--- src/rtl/cache_ctrl_pkg.sv ---
// Shared defaults, FSM state encoding and helpers for the direct-mapped
// write-through cache controller.
package cache_ctrl_pkg;

  localparam int DEF_ADDR_SIZE  = 8;
  localparam int DEF_TAG_SIZE   = 3;
  localparam int DEF_CACHE_SIZE = 32;
  localparam int DEF_DATA_SIZE  = 8;
  localparam int CNT_SIZE       = 16;

  typedef enum logic [2:0] {
    IDLE    = 3'd0,
    LOOKUP  = 3'd1,
    MEM_RD  = 3'd2,
    MEM_WR  = 3'd3,
    RESPOND = 3'd4
  } ctrlState;

  // Statistics counters stick at all-ones instead of wrapping.
  function automatic logic [CNT_SIZE-1:0] satInc(input logic [CNT_SIZE-1:0] value);
    return (value == {CNT_SIZE{1'b1}}) ? value : value + 1'b1;
  endfunction

endpackage

--- src/rtl/cache_line_store.sv ---
// Valid/tag/data storage for the cache: combinational read by index,
// one synchronous write port, and a one-cycle clear of every valid bit.
module cache_line_store
  import cache_ctrl_pkg::*;
#(
  parameter int TAG_SIZE   = DEF_TAG_SIZE,
  parameter int CACHE_SIZE = DEF_CACHE_SIZE,
  parameter int DATA_SIZE  = DEF_DATA_SIZE,
  localparam int INDEX_SIZE = $clog2(CACHE_SIZE)
) (
  input  logic                  clk,
  input  logic                  reset,
  input  logic [INDEX_SIZE-1:0] rdIdx,
  output logic                  rdValid,
  output logic [TAG_SIZE-1:0]   rdTag,
  output logic [DATA_SIZE-1:0]  rdData,
  input  logic                  wrEn,
  input  logic [INDEX_SIZE-1:0] wrIdx,
  input  logic [TAG_SIZE-1:0]   wrTag,
  input  logic [DATA_SIZE-1:0]  wrData
);

  logic [CACHE_SIZE-1:0] validBits;
  logic [TAG_SIZE-1:0]   tagMem  [CACHE_SIZE];
  logic [DATA_SIZE-1:0]  dataMem [CACHE_SIZE];

  for (genvar gi = 0; gi < CACHE_SIZE; gi++) begin : gValid
    always_ff @(posedge clk) begin
      if (reset) begin
        validBits[gi] <= 1'b0;
      end else if (wrEn && (wrIdx == INDEX_SIZE'(gi))) begin
        validBits[gi] <= 1'b1;
      end
    end
  end

  // Tag/data are never cleared; a write coinciding with reset is dropped so
  // an aborted fill leaves no trace.
  always_ff @(posedge clk) begin
    if (wrEn && !reset) begin
      tagMem[wrIdx]  <= wrTag;
      dataMem[wrIdx] <= wrData;
    end
  end

  assign rdValid = validBits[rdIdx];
  assign rdTag   = tagMem[rdIdx];
  assign rdData  = dataMem[rdIdx];

endmodule

--- src/rtl/cache_ctrl.sv ---
// Direct-mapped write-through, write-allocate cache controller: CPU request
// port, single-word req/ack memory port, saturating hit/miss statistics.
module cache_ctrl
  import cache_ctrl_pkg::*;
#(
  parameter int ADDR_SIZE  = DEF_ADDR_SIZE,
  parameter int TAG_SIZE   = DEF_TAG_SIZE,
  parameter int CACHE_SIZE = DEF_CACHE_SIZE,
  parameter int DATA_SIZE  = DEF_DATA_SIZE
) (
  input  logic                 clk,
  input  logic                 reset,
  input  logic                 cpu_req,
  input  logic                 cpu_we,
  input  logic [ADDR_SIZE-1:0] cpu_addr,
  input  logic [DATA_SIZE-1:0] cpu_wdata,
  output logic                 cpu_ready,
  output logic [DATA_SIZE-1:0] cpu_rdata,
  output logic                 cpu_hit,
  output logic                 mem_req,
  output logic                 mem_we,
  output logic [ADDR_SIZE-1:0] mem_addr,
  output logic [DATA_SIZE-1:0] mem_wdata,
  input  logic                 mem_ack,
  input  logic [DATA_SIZE-1:0] mem_rdata,
  output logic [CNT_SIZE-1:0]  hit_count,
  output logic [CNT_SIZE-1:0]  miss_count
);

  localparam int INDEX_SIZE = ADDR_SIZE - TAG_SIZE;

  ctrlState               state;
  logic                   reqWe;
  logic [ADDR_SIZE-1:0]   reqAddr;
  logic [DATA_SIZE-1:0]   reqWdata;
  logic                   lookupHit;

  logic [INDEX_SIZE-1:0]  reqIdx;
  logic [TAG_SIZE-1:0]    reqTag;
  logic                   lineValid;
  logic [TAG_SIZE-1:0]    lineTag;
  logic [DATA_SIZE-1:0]   lineData;
  logic                   isHit;
  logic                   memDone;
  logic [DATA_SIZE-1:0]   storeData;

  assign reqIdx    = reqAddr[INDEX_SIZE-1:0];
  assign reqTag    = reqAddr[ADDR_SIZE-1 -: TAG_SIZE];
  assign isHit     = lineValid && (lineTag == reqTag);
  assign memDone   = mem_ack && ((state == MEM_RD) || (state == MEM_WR));
  assign storeData = (state == MEM_RD) ? mem_rdata : reqWdata;

  // Every completed memory access (fill or write-allocate) installs the line.
  cache_line_store #(
    .TAG_SIZE   (TAG_SIZE),
    .CACHE_SIZE (CACHE_SIZE),
    .DATA_SIZE  (DATA_SIZE)
  ) lineStore (
    .clk     (clk),
    .reset   (reset),
    .rdIdx   (reqIdx),
    .rdValid (lineValid),
    .rdTag   (lineTag),
    .rdData  (lineData),
    .wrEn    (memDone),
    .wrIdx   (reqIdx),
    .wrTag   (reqTag),
    .wrData  (storeData)
  );

  always_ff @(posedge clk) begin
    if (reset) begin
      state      <= IDLE;
      reqWe      <= 1'b0;
      reqAddr    <= '0;
      reqWdata   <= '0;
      lookupHit  <= 1'b0;
      cpu_ready  <= 1'b0;
      cpu_rdata  <= '0;
      cpu_hit    <= 1'b0;
      mem_req    <= 1'b0;
      mem_we     <= 1'b0;
      mem_addr   <= '0;
      mem_wdata  <= '0;
      hit_count  <= '0;
      miss_count <= '0;
    end else begin
      case (state)
        IDLE: begin
          cpu_ready <= 1'b0;
          cpu_hit   <= 1'b0;
          if (cpu_req) begin
            reqWe    <= cpu_we;
            reqAddr  <= cpu_addr;
            reqWdata <= cpu_wdata;
            state    <= LOOKUP;
          end
        end
        LOOKUP: begin
          lookupHit <= isHit;
          if (isHit) begin
            hit_count <= satInc(hit_count);
          end else begin
            miss_count <= satInc(miss_count);
          end
          if (reqWe) begin
            mem_req   <= 1'b1;
            mem_we    <= 1'b1;
            mem_addr  <= reqAddr;
            mem_wdata <= reqWdata;
            state     <= MEM_WR;
          end else if (isHit) begin
            cpu_rdata <= lineData;
            cpu_hit   <= 1'b1;
            cpu_ready <= 1'b1;
            state     <= RESPOND;
          end else begin
            mem_req  <= 1'b1;
            mem_we   <= 1'b0;
            mem_addr <= reqAddr;
            state    <= MEM_RD;
          end
        end
        MEM_RD: begin
          if (mem_ack) begin
            mem_req   <= 1'b0;
            cpu_rdata <= mem_rdata;
            cpu_hit   <= 1'b0;
            cpu_ready <= 1'b1;
            state     <= RESPOND;
          end
        end
        MEM_WR: begin
          if (mem_ack) begin
            mem_req   <= 1'b0;
            mem_we    <= 1'b0;
            cpu_hit   <= lookupHit;
            cpu_ready <= 1'b1;
            state     <= RESPOND;
          end
        end
        RESPOND: begin
          cpu_ready <= 1'b0;
          cpu_hit   <= 1'b0;
          state     <= IDLE;
        end
        default: state <= IDLE;
      endcase
    end
  end

endmodule

--- config.mk ---
export PLATFORM = sky130hd
export DESIGN_NAME = cache_ctrl
export DESIGN_NICKNAME = d
export VERILOG_FILES = /design/src/rtl/cache_ctrl_pkg.sv /design/src/rtl/cache_line_store.sv /design/src/rtl/cache_ctrl.sv
export SDC_FILE = /design/constraint.sdc
export NUM_CORES = 1
export LEC_CHECK = 0
export ABC_AREA = 1
export CORE_MARGIN = 2
export CORE_UTILIZATION = 60
export DETAILED_ROUTE_END_ITERATION = 10
export PLACE_DENSITY = 0.85
export SKIP_LAST_GASP = 1
export SLEW_MARGIN = 20
export SYNTH_ARGS = -nofsm -noshare
export SYNTH_HDL_FRONTEND = slang
export SYNTH_SLANG_ARGS = --single-unit
export TNS_END_PERCENT = 20
--- constraint.sdc ---
create_clock -name clk -period 6.3 [get_ports clk]
set_input_delay 1.26 -clock clk [delete_from_list [all_inputs] [get_ports clk]]
set_output_delay 1.26 -clock clk [all_outputs]
set_load 0.01 [all_outputs]
==> run summary <==
=================================================================================
Antenna violations before repair                                                0
Leakage                                                                   7.65 nW
Number of DRC markers after the initial detailed-route iteration             2332
Die width                                                                  184 µm
Final setup skew                                                          21.7 ps
Global-route wire length before repair                                   78300 µm
Core Footprint                                                          31600 µm²
Min-Delay Startpoint                                                 lineStore.validBits[28]
Layout area overhead                                                        13.5%
GRT overflow                                                                    0
Flop and latch count out of synthesis                                         470
Routed wire length                                                       51400 µm
Number of global-route vias before repair                                   14200
Part of the Yosys area used for sequential elements                         66.8%
Routed length per placed instance                                         22.0 µm
Worst skew pair latency                                                    560 ps
Shortest period the worst path allows                                     4090 ps
Metal2 WL                                                                23600 µm
Number of buffers inserted during clock tree synthesis                         45
Overall die area                                                        33700 µm²
Via Count                                                                   14900
Post-synth cell types                                                          35
I/O pin cnt                                                                    89
Clock tree sinks                                                              470
Overall die height                                                         184 µm
Cell count after placement                                                   2245
Hold bufs inserted after CTS                                                    0
Count of flip-flops with a built-in enable after synthesis                    352
Antenna Cells                                                                   0
Total global routing track utilization                                      30.3%
Average vias per placed instance                                             6.37
Pins over their slew limit                                                      0
Maximum clock frequency                                                   245 MHz
Endpoint class of the critical path                                      register
Met1 wire length                                                         19100 µm
Final cell count without fillers                                             2333
Number of gates resized after cts                                               0
Number of nets in the final layout                                           1926
Crit path DAT                                                             4520 ps
Cell count of the worst reg-to-reg path                                        17
Final hold violations                                                           0
Setup slack after placement                                               2270 ps
H-tree depth reported by CTS                                                    2
Initial Util                                                                61.2%
Highest metal layer used by the detailed router                              met4
Synthesized netlist cell count                                               1849
Run status                                                              completed
Antenna Violating Nets Remaining                                                0
Worst-case headroom to the max-slew limit                                   23.9%
Total negative slack for setup checks                                        0 ps
Worst Max-Slew Pin Slew                                                   1140 ps
Startpoint kind of the worst setup timing path                           register
Fraction of synthesis flops using an asynchronous set or reset pin             0%
Routability Congestion                                                      0.996
Clock transition at the registers of the reported paths                     60 ps
Post-synthesis instance area                                            19400 µm²
Maximum vdd drop                                                         0.330 mV
Buffer type at the clock tree root                                      clkbuf_16
Maximum number of pins on one net before global-route repair                  122
Worst setup path category                                            register to register
Final HPWL DP                                                            31300 µm
TritonCTS clock tree                                                          yes
DR DRC count                                                                    0
Prevailing post-synth register cell                                      edfxtp_1
Instance count along the most critical hold path                                2
Met3 wire length                                                          6230 µm
Period utilization                                                          64.9%
Crit path required time                                                   6730 ps
PnR worst setup slack                                                     2210 ps
Placement row count                                                            65
Worst-path fanout max                                                          69
PwrDens                                                                426 nW/µm²
Synthesized area divided by synthesized cell count                       10.5 µm²
Setup repair after global routing missed its margin                            no
Synth Net Count                                                              1880
Path type of the worst min-delay path                                register to register
Maximum root-to-sink buffer count                                               3
Number of setup buffers added after CTS                                         0
Total of warnings raised by yosys                                               0
Total of endpoints with negative setup slack in the final report                0
Layout cells sized above 1                                                  6.01%
Pre-Repair DR Iteration Count                                                   8
Utilization after layout                                                    69.4%
Port-buffer cells                                                              88
Number of max-cap violations                                                    0
=================================================================================
-- flip-flops by register name, summed over array words and instances (netlist names), 16 cells and up, named ones only --
register,cells
hit_count,16
lineStore.dataMem,256
lineStore.tagMem,96
lineStore.validBits,32
miss_count,16
-- cell usage after synthesis, types with 10 or more instances --
cell / count / area [µm²]
edfxtp_1: 352 / 10600
nand2_1: 351 / 1320
nor2_1: 241 / 905
nand3_1: 173 / 866
o21ai_0: 169 / 846
dfxtp_1: 118 / 2360
a21oi_1: 91 / 455
inv_1: 80 / 300
clkbuf_1: 57 / 214
o221ai_1: 32 / 280
nand4_1: 28 / 175
buf_2: 27 / 135
o22ai_1: 19 / 119
o211ai_1: 16 / 120
xor2_1: 16 / 140
buf_4: 14 / 105
nor3_1: 13 / 65.1
xnor2_1: 10 / 87.6
-- through the flow --
step                total power [mW]  instance area, µm²  hold slack [ps]
floorplan                       5.63               19400              423
global placement                6.56               20400              436
detailed placement              6.63               20400              441
CTS                             9.16               21800              459
global route                    9.66               22000              491
finish                          9.35               22000              460
-- where the power goes --
group	switching [mW]	leakage (nW)	total, mW	internal [mW]
Clock	1.15	0.686	2.56	1.41
Combinational	1.99	2.78	2.78	0.787
Sequential	0.253	4.18	4.02	3.76
-- final timing paths --
check / slack [ps] / end
max: 2210 / mem_addr[4]
min reg2reg: 460 / lineStore.validBits[28]
max reg2reg: 2210 / mem_addr[4]
min: 460 / lineStore.validBits[28]
-- metal layers --
layer | GRT usage (%) | up-vias
li1 | - | 6567
met1 | 40.9 | 6908
met2 | 47.0 | 1177
met3 | 6.26 | 207
met4 | 14.9 | 0
met5 | 0 | -
-- layout by cell type, fill, tap and decap left out, types with 3 or more instances in the layout --
master             n
a21oi_1           91
buf_16             4
buf_4             14
clkbuf_1           5
clkbuf_16         45
clkdlybuf4s50_1   88
clkinv_1          13
clkinv_2          12
clkinvlp_4         3
dfxtp_1          113
dfxtp_2            4
edfxtp_1         352
inv_1             79
inv_2              4
nand2_1          351
nand3_1          173
nand4_1           28
nor2_1           239
nor2_2             5
nor3_1            13
o211ai_1          16
o21ai_0          161
o21ai_4            8
o221ai_1          32
o22ai_1           19
o31ai_1            9
xnor2_1           10
xor2_1            16
-- layout make-up --
| cell class | instances | area (µm²) |
|---|---|---|
| multi-input cells | 1183 | 5680 |
| well taps | 402 | 503 |
| inverters | 87 | 329 |
| fillers | 2101 | 9670 |
| repair buffers | 108 | 1120 |
| clock inverters | 32 | 239 |
| flip-flops and latches | 470 | 12900 |
| clock buffers | 51 | 1160 |
-- worst max-delay path: stages (launching register included) --
cell,delay [ps]
dfxtp_4,530
inv_4,570
buf_4,590
nand2_1,150
nand3_1,100
nand3_1,100
nand2_1,100
nand2_1,60
nand3_1,160
nand2_1,70
nand2_1,50
nand2_1,100
nor2_1,150
nand3_1,100
nand2_1,500
inv_1,290
nor2_1,180
nor2_1,70
-- kinds of logic (layout without fill, tap and decap cells) --
kind of cell | count (synthesis) | in the layout | share of synthesized area (%)
simple gates | 815 | 815 | 17.6
fa+ha+maj | 2 | 2 | 0.129
xor+xnor | 26 | 26 | 1.18
buf+inv | 196 | 278 | 4.34
flops | 470 | 470 | 66.8
compound gates | 340 | 340 | 9.94
No activity file was read; power rests on OpenSTA's default activity.
